**src/rtl/cpu_pkg.sv**
```systemverilog
// cpu_pkg: definitions shared by the register file and the writeback
// destination decoder that drives it.
//   NUM_REGS   - number of architectural registers
//   REG_ADDR_W - register address width
//   DATA_W     - default register width
//   sel_vec_t  - one-hot write-select vector from the destination decoder
package cpu_pkg;

  localparam int NUM_REGS   = 16;
  localparam int REG_ADDR_W = 4;
  localparam int DATA_W     = 32;

  typedef logic [NUM_REGS-1:0] sel_vec_t;

endpackage

```
**src/rtl/onehot_check.sv**
```systemverilog
// onehot_check: combinational classification of a decoder select vector.
// Ports:
//   sel   in  NUM_REGS  select vector to classify
//   none  out 1         no bit set
//   one   out 1         exactly one bit set
//   multi out 1         two or more bits set
module onehot_check
  import cpu_pkg::*;
(
  input  logic [NUM_REGS-1:0] sel,
  output logic                none,
  output logic                one,
  output logic                multi
);

  sel_vec_t sel_minus1;

  // Clearing the lowest set bit leaves something only when more than one
  // bit was set.
  assign sel_minus1 = sel - sel_vec_t'(1);
  assign none       = (sel == '0);
  assign multi      = ((sel & sel_minus1) != '0);
  assign one        = !none && !multi;

endmodule

```
**src/rtl/reg_file16.sv**
```systemverilog
// reg_file16: 16-entry general-purpose register file with two combinational
// read ports, per-entry written-since-reset flags, a sticky multi-hot
// write-select error flag and a saturating committed-write counter.
// Ports:
//   clk         in   rising-edge clock
//   rst_n       in   asynchronous active-low reset
//   wr_sel      in   one-hot write select (all-zero = no write)
//   wr_data     in   write data
//   rd_addr_a/b in   read addresses
//   clr_err     in   synchronous clear of sel_err
//   rd_data_a/b out  read data
//   rd_valid_a/b out entry written since reset
//   sel_err     out  sticky multi-hot select seen
//   wr_count    out  committed writes since reset, saturating at 16'hFFFF
// Build option: define REG_FILE16_BYPASS_EN to forward same-cycle write data
// to a read port addressing the entry being written.
module reg_file16
  import cpu_pkg::*;
#(
  parameter int DATA_W = cpu_pkg::DATA_W
) (
  input  logic                  clk,
  input  logic                  rst_n,
  input  logic [NUM_REGS-1:0]   wr_sel,
  input  logic [DATA_W-1:0]     wr_data,
  input  logic [REG_ADDR_W-1:0] rd_addr_a,
  input  logic [REG_ADDR_W-1:0] rd_addr_b,
  input  logic                  clr_err,
  output logic [DATA_W-1:0]     rd_data_a,
  output logic [DATA_W-1:0]     rd_data_b,
  output logic                  rd_valid_a,
  output logic                  rd_valid_b,
  output logic                  sel_err,
  output logic [15:0]           wr_count
);

  logic [DATA_W-1:0]   regs_q [NUM_REGS];
  logic [NUM_REGS-1:0] valid_q;
  logic                sel_err_q;
  logic [15:0]         wr_count_q;

  logic wr_none;
  logic wr_ok;
  logic wr_multi;

  onehot_check u_onehot_check (
    .sel   (wr_sel),
    .none  (wr_none),
    .one   (wr_ok),
    .multi (wr_multi)
  );

  always_ff @(posedge clk or negedge rst_n) begin
    if (!rst_n) begin
      for (int i = 0; i < NUM_REGS; i++) begin
        regs_q[i] <= '0;
      end
      valid_q    <= '0;
      sel_err_q  <= 1'b0;
      wr_count_q <= '0;
    end else begin
      // Only a clean one-hot select commits; a multi-hot select touches no entry.
      for (int i = 0; i < NUM_REGS; i++) begin
        if (wr_ok && wr_sel[i]) begin
          regs_q[i]  <= wr_data;
          valid_q[i] <= 1'b1;
        end
      end
      if (wr_ok && (wr_count_q != 16'hFFFF)) begin
        wr_count_q <= wr_count_q + 16'd1;
      end
      // A new error on the same edge as a clear request keeps the flag set.
      if (wr_multi) begin
        sel_err_q <= 1'b1;
      end else if (clr_err) begin
        sel_err_q <= 1'b0;
      end
    end
  end

`ifdef REG_FILE16_BYPASS_EN
  logic byp_a;
  logic byp_b;

  // Gated by rst_n so the ports still read zero while reset is held.
  assign byp_a = rst_n && wr_ok && wr_sel[rd_addr_a];
  assign byp_b = rst_n && wr_ok && wr_sel[rd_addr_b];

  assign rd_data_a  = byp_a ? wr_data : regs_q[rd_addr_a];
  assign rd_data_b  = byp_b ? wr_data : regs_q[rd_addr_b];
  assign rd_valid_a = byp_a | valid_q[rd_addr_a];
  assign rd_valid_b = byp_b | valid_q[rd_addr_b];
`else
  assign rd_data_a  = regs_q[rd_addr_a];
  assign rd_data_b  = regs_q[rd_addr_b];
  assign rd_valid_a = valid_q[rd_addr_a];
  assign rd_valid_b = valid_q[rd_addr_b];
`endif

  assign sel_err  = sel_err_q;
  assign wr_count = wr_count_q;

  // wr_none is part of the shared classifier interface; a zero select needs
  // no action here.
  logic unused_none;
  assign unused_none = wr_none;

endmodule
```
**config.mk**
```make
export PLATFORM = sky130hd
export DESIGN_NAME = reg_file16
export DESIGN_NICKNAME = d
export VERILOG_FILES = /design/src/rtl/cpu_pkg.sv /design/src/rtl/onehot_check.sv /design/src/rtl/reg_file16.sv
export SDC_FILE = /design/constraint.sdc
export NUM_CORES = 1
export LEC_CHECK = 0
export CAP_MARGIN = 25
export CORE_ASPECT_RATIO = 0.7
export CORE_UTILIZATION = 61
export DETAILED_ROUTE_END_ITERATION = 6
export PLACE_DENSITY = 0.84
export SYNTH_ARGS = -nofsm -noshare
export SYNTH_HDL_FRONTEND = slang
export SYNTH_SLANG_ARGS = --single-unit
```
**constraint.sdc**
```tcl
create_clock -name clk -period 4 [get_ports clk]
set_input_delay 0.8 -clock clk [delete_from_list [all_inputs] [get_ports clk]]
set_output_delay 0.8 -clock clk [all_outputs]
set_load 0.005 [all_outputs]
```
==> flow_summary.html <==
<table>
<tr><th>Metric</th><th>Value</th></tr>
<tr><th colspan="2">Place</th></tr>
<tr><td>Total placed instance area</td><td>roughly 32000 µm²</td></tr>
<tr><td>Half-perimeter wire length after detailed placement</td><td>about 44000 µm</td></tr>
<tr><td>Worst setup slack before clock tree synthesis</td><td>between 0.15 and 0.2 ns</td></tr>
<tr><td>Final estimated routing congestion in global placement</td><td>approximately 0.8</td></tr>
<tr><td># port buffers</td><td>~140</td></tr>
<tr><th colspan="2">Status</th></tr>
<tr><td>Result of the run</td><td>complete, no violations</td></tr>
<tr><th colspan="2">Synth</th></tr>
<tr><td>Ranking of synthesized cells by instance count</td><td>545 x dfrtp_1, 339 x mux2_2, 330 x mux4_2</td></tr>
<tr><td>Count of flip-flops with a built-in enable after synthesis</td><td>0</td></tr>
<tr><td>Top-count cell post-synth</td><td>dfrtp_1</td></tr>
<tr><td>Yosys warns</td><td>0</td></tr>
<tr><td>Leading area contributor after synthesis</td><td>dfrtp_1</td></tr>
<tr><td>Synth Net Count</td><td>between 1500 and 2000</td></tr>
<tr><td>Average footprint of a synthesized cell</td><td>between 15 and 20 µm²</td></tr>
<tr><td>Distinct cell type count after synthesis</td><td>40</td></tr>
<tr><td>Number of instances in the synthesized netlist</td><td>1668</td></tr>
<tr><td>Share of synthesized area occupied by flip-flops and latches</td><td>0.470</td></tr>
<tr><td>Largest cells by area after synthesis</td><td>dfrtp_1 47%, mux4_2 26%, mux2_2 13%</td></tr>
<tr><td>Proportion of netlist area held by the largest area contributor</td><td>0.470</td></tr>
<tr><td>Share of synthesized area spent on multiplexers</td><td>0.476</td></tr>
<tr><td>Simple-gate share of the synthesized area</td><td>0.0173</td></tr>
<tr><td>XOR/XNOR Fraction of Synth Area</td><td>0.00453</td></tr>
<tr><td>Top FF cell, synth</td><td>dfrtp_1</td></tr>
<tr><td>Adder-cell share of the synthesized area</td><td>0.00147</td></tr>
<tr><td>Dominant combinational cell family by area after synthesis</td><td>multiplexers</td></tr>
<tr><td>Proportion of register bits with asynchronous set or reset after synthesis</td><td>1.00</td></tr>
<tr><td>Fraction of the mapped netlist area in compound gates</td><td>0.00349</td></tr>
<tr><td>Synthesis-stage register bit count</td><td>545</td></tr>
<tr><td>Cell area after synthesis</td><td>29000 µm²</td></tr>
<tr><th colspan="2">Clock network</th></tr>
<tr><td>Cell at the root of the clock tree</td><td>clkbuf_16</td></tr>
<tr><td>Cts-stage hold buffer count</td><td>0</td></tr>
<tr><td>Bufs on Longest Clock Path</td><td>3</td></tr>
<tr><td>Clk Latency, worst-skew pair</td><td>about 0.59 ns</td></tr>
<tr><td>Total of cells resized after clock tree synthesis</td><td>0</td></tr>
<tr><td>CTS clock-pin slew for the worst setup and hold paths</td><td>around 0.070 ns</td></tr>
<tr><td>Clock tree from TritonCTS</td><td>built</td></tr>
<tr><td>Clock Sink Count</td><td>around 550</td></tr>
<tr><td>H-Tree Level Count</td><td>2</td></tr>
<tr><td>CTS buffer count</td><td>52</td></tr>
<tr><td># Post-CTS Setup Buffers</td><td>0</td></tr>
<tr><th colspan="2">Global routing</th></tr>
<tr><td>Met3 Resource Use GR</td><td>0.0627</td></tr>
<tr><td>Number of antenna violations at the first check in global routing</td><td>3</td></tr>
<tr><td>Most congested layer reported by global routing</td><td>met2</td></tr>
<tr><td>Global Route met2 Usage</td><td>0.490</td></tr>
<tr><td>Pin count of the biggest net entering global routing</td><td>94</td></tr>
<tr><td>Global routing usage summed across all routing layers</td><td>0.317</td></tr>
<tr><td>Wire length of the first global-routing pass</td><td>115000 µm</td></tr>
<tr><td>Global-route track usage on met1</td><td>0.468</td></tr>
<tr><td>Congestion Overflow GR</td><td>0</td></tr>
<tr><td>Number of global-route vias before repair</td><td>18527</td></tr>
<tr><th colspan="2">Timing</th></tr>
<tr><td>Final setup violating endpoints</td><td>0</td></tr>
<tr><td>Final max-slew violation count</td><td>0</td></tr>
<tr><td>Period utilization</td><td>0.922</td></tr>
<tr><td>RSZ-0062 raised after global routing</td><td>no</td></tr>
<tr><td>Slew at the pin with the worst max-slew slack</td><td>0.866 ns</td></tr>
<tr><td>Final WS setup</td><td>between 0.3 and 0.4 ns</td></tr>
<tr><td>Min Tclk post-route</td><td>around 3.7 ns</td></tr>
<tr><td>Number of hold-slack violations in the final timing report</td><td>0</td></tr>
<tr><td>Maximum clock skew at final layout</td><td>roughly 0.0036 ns</td></tr>
<tr><td>Total Negative Setup Slacks</td><td>0 ns</td></tr>
<tr><td>Max Fclk</td><td>between 200 and 300 MHz</td></tr>
<tr><td>Slew margin rel.</td><td>0.423</td></tr>
<tr><th colspan="2">Setup path</th></tr>
<tr><td>Max incr delay on CP</td><td>0.58 ns</td></tr>
<tr><td>CP Max Fanout</td><td>24</td></tr>
<tr><td>Number of cell instances on the worst register-to-register path</td><td>7</td></tr>
<tr><td>Depth of the critical timing path with buffers and inverters included</td><td>5</td></tr>
<tr><td>Arrival time of the worst setup path</td><td>2.89 ns</td></tr>
<tr><td>Cell seen most often among critical-path stages</td><td>mux4_2</td></tr>
<tr><td>Kind of cell adding the most delay to the critical path</td><td>multiplexers</td></tr>
<tr><td>Crit Path Class</td><td>in2out</td></tr>
<tr><td>Worst Path Buf+Inv</td><td>3</td></tr>
<tr><td>Required time worst endpoint</td><td>3.20 ns</td></tr>
<tr><td>Slowest stage cell on the critical path</td><td>mux4_2</td></tr>
<tr><td>CP endpoint kind</td><td>output pin</td></tr>
<tr><td>Sort of element at the start of the critical path</td><td>input port</td></tr>
<tr><td>CP Cell Sequence</td><td>buf_8, buf_12, mux4_2, mux4_2, clkdlybuf4s50_1</td></tr>
<tr><th colspan="2">Die</th></tr>
<tr><td>Overall die width</td><td>~260 µm</td></tr>
<tr><td>Die Y</td><td>185 µm</td></tr>
<tr><td>Starting Density</td><td>0.622</td></tr>
<tr><td>Placeable core region</td><td>approximately 47000 µm²</td></tr>
<tr><td>Total Die Area</td><td>48500 µm²</td></tr>
<tr><td>Number of rows created at floorplan</td><td>between 60 and 70</td></tr>
<tr><td>I/O pin count</td><td>about 140</td></tr>
<tr><th colspan="2">Layout</th></tr>
<tr><td>Number of nets in the finished design</td><td>about 1800</td></tr>
<tr><td>Footprint of the multi-input gates</td><td>around 15000 µm²</td></tr>
<tr><td>Area of all sequential standard cells</td><td>about 14000 µm²</td></tr>
<tr><td>Core Util, Final</td><td>0.712</td></tr>
<tr><td>Ratio of cells with drive above 1 in the final layout</td><td>0.559</td></tr>
<tr><td>Fin area</td><td>between 30000 and 40000 µm²</td></tr>
<tr><td>Filler cell count in the final layout</td><td>2847</td></tr>
<tr><td>Synthesis-to-layout area growth</td><td>14.4%</td></tr>
<tr><th colspan="2">Flow run</th></tr>
<tr><td># Max-Cap Violations</td><td>0</td></tr>
<tr><th colspan="2">Pwr</th></tr>
<tr><td>Total design power</td><td>roughly 11 mW</td></tr>
<tr><td>Leakage power figure</td><td>15.6 nW</td></tr>
<tr><td>Power density over the cells</td><td>roughly 330 nW/µm²</td></tr>
<tr><td>Worst VDD drop</td><td>0.000286 V</td></tr>
<tr><th colspan="2">Detailed routing</th></tr>
<tr><td>DR iter-0 viols</td><td>1398</td></tr>
<tr><td>Antenna viol nets, final</td><td>0</td></tr>
<tr><td>Count of TritonRoute iterations in the first routing pass</td><td>5</td></tr>
<tr><td>Residual DRC</td><td>0</td></tr>
<tr><td>Vias</td><td>between 15000 and 20000</td></tr>
<tr><td>Total Wirelength</td><td>roughly 73000 µm</td></tr>
<tr><td>Number of vias per cell after detailed routing</td><td>a little over 7</td></tr>
<tr><td>Post-detailed-route wirelength per cell</td><td>a little over 30 µm</td></tr>
<tr><th colspan="2">Min path</th></tr>
<tr><td>Min-Delay Path Class</td><td>in2async</td></tr>
</table>
per-layer routing:
metal,vias to the layer above,part of all wire
met3,129,0.069
li1,6802,-
met2,730,0.48
met5,-,0.00011
met4,2,0.022
met1,9409,0.43
layout make-up:
| type | instances | share of cell area |
|---|---|---|
| Clock inverter | 10 | 0.00347 |
| Sequential cell | 545 | 0.411 |
| Clock buffer | 78 | 0.0464 |
| Timing Repair Buffer | 216 | 0.0748 |
| Tap cell | 612 | 0.0231 |
| Inverter | 2 | 0.000226 |
| Multi-Input combinational cell | 959 | 0.441 |
| Antenna cell | 1 | 0.0000754 |
logic make-up (layout without fill, tap and decap cells):
group | after synthesis | after routing
muxes | 843 | 843
DFF | 545 | 545
buffers and inverters | 164 | 306
and+or+nand+nor | 83 | 83
xor gates and xnor gates | 15 | 15
AOI/OAI and AO/OA | 14 | 14
adders and majority gates | 4 | 4
other | 0 | 1
through the flow:
step / hold slack (ns) / cells
2_1_floorplan: 0.446 / 1668
3_3_place_gp: 0.461 / 2334
3_5_place_dp: 0.475 / 2334
4_1_cts: 0.297 / 2422
5_1_grt: 0.289 / 2423
6_report: 0.226 / 2423
final timing paths:
kind / start / to / slack, ns
hold reg to reg: valid_q[2] / valid_q[2] / 0.49
max in group asynchronous: rst_n / regs_q[488] / 2.67
setup / recovery: rd_addr_a[0] / rd_data_a[22] / 0.31
hold / removal: rst_n / regs_q[121] / 0.23
min in group clk: valid_q[2] / valid_q[2] / 0.49
setup reg to reg: wr_count[0] / wr_count[4] / 1.89
state kept, by name, indices dropped and copies added (netlist names):
name	count
sel_err	1
wr_count	16
regs_q	512
valid_q	16
cells in the final DEF (no fill, tap or decap), types with 2 or more instances in the layout:
cell and n:
buf_6 2, nand3_1 11, buf_4 34, o31ai_1 2, mux2_2 339, nand2_4 6, nor4bb_4 2, or4_1 3
nand2b_1 15, inv_1 2, nand2_1 6, o21ai_0 4, clkbuf_16 52, nor3_1 4, nand4_1 6, mux2_1 12
nand2_2 6, buf_2 4, or3_1 5, and3_1 4, mux4_2 330, bufinv_16 2, xnor2_1 14, clkbuf_8 14
or2_2 3, maj3_1 3, and4_1 2, clkbuf_1 12, nand3_2 2, buf_12 41, mux2_4 162, clkinv_2 6
buf_8 3, dfrtp_1 545, a21oi_1 2, nor2_1 6, clkdlybuf4s50_1 132
where the power goes:
part | internal, mW | switching, mW
combinational | 0.253 | 0.429
sequential | 5.51 | 0.00134
clock | 2.77 | 2.12
total | 8.53 | 2.55
Power figures use the tool's default switching activity.
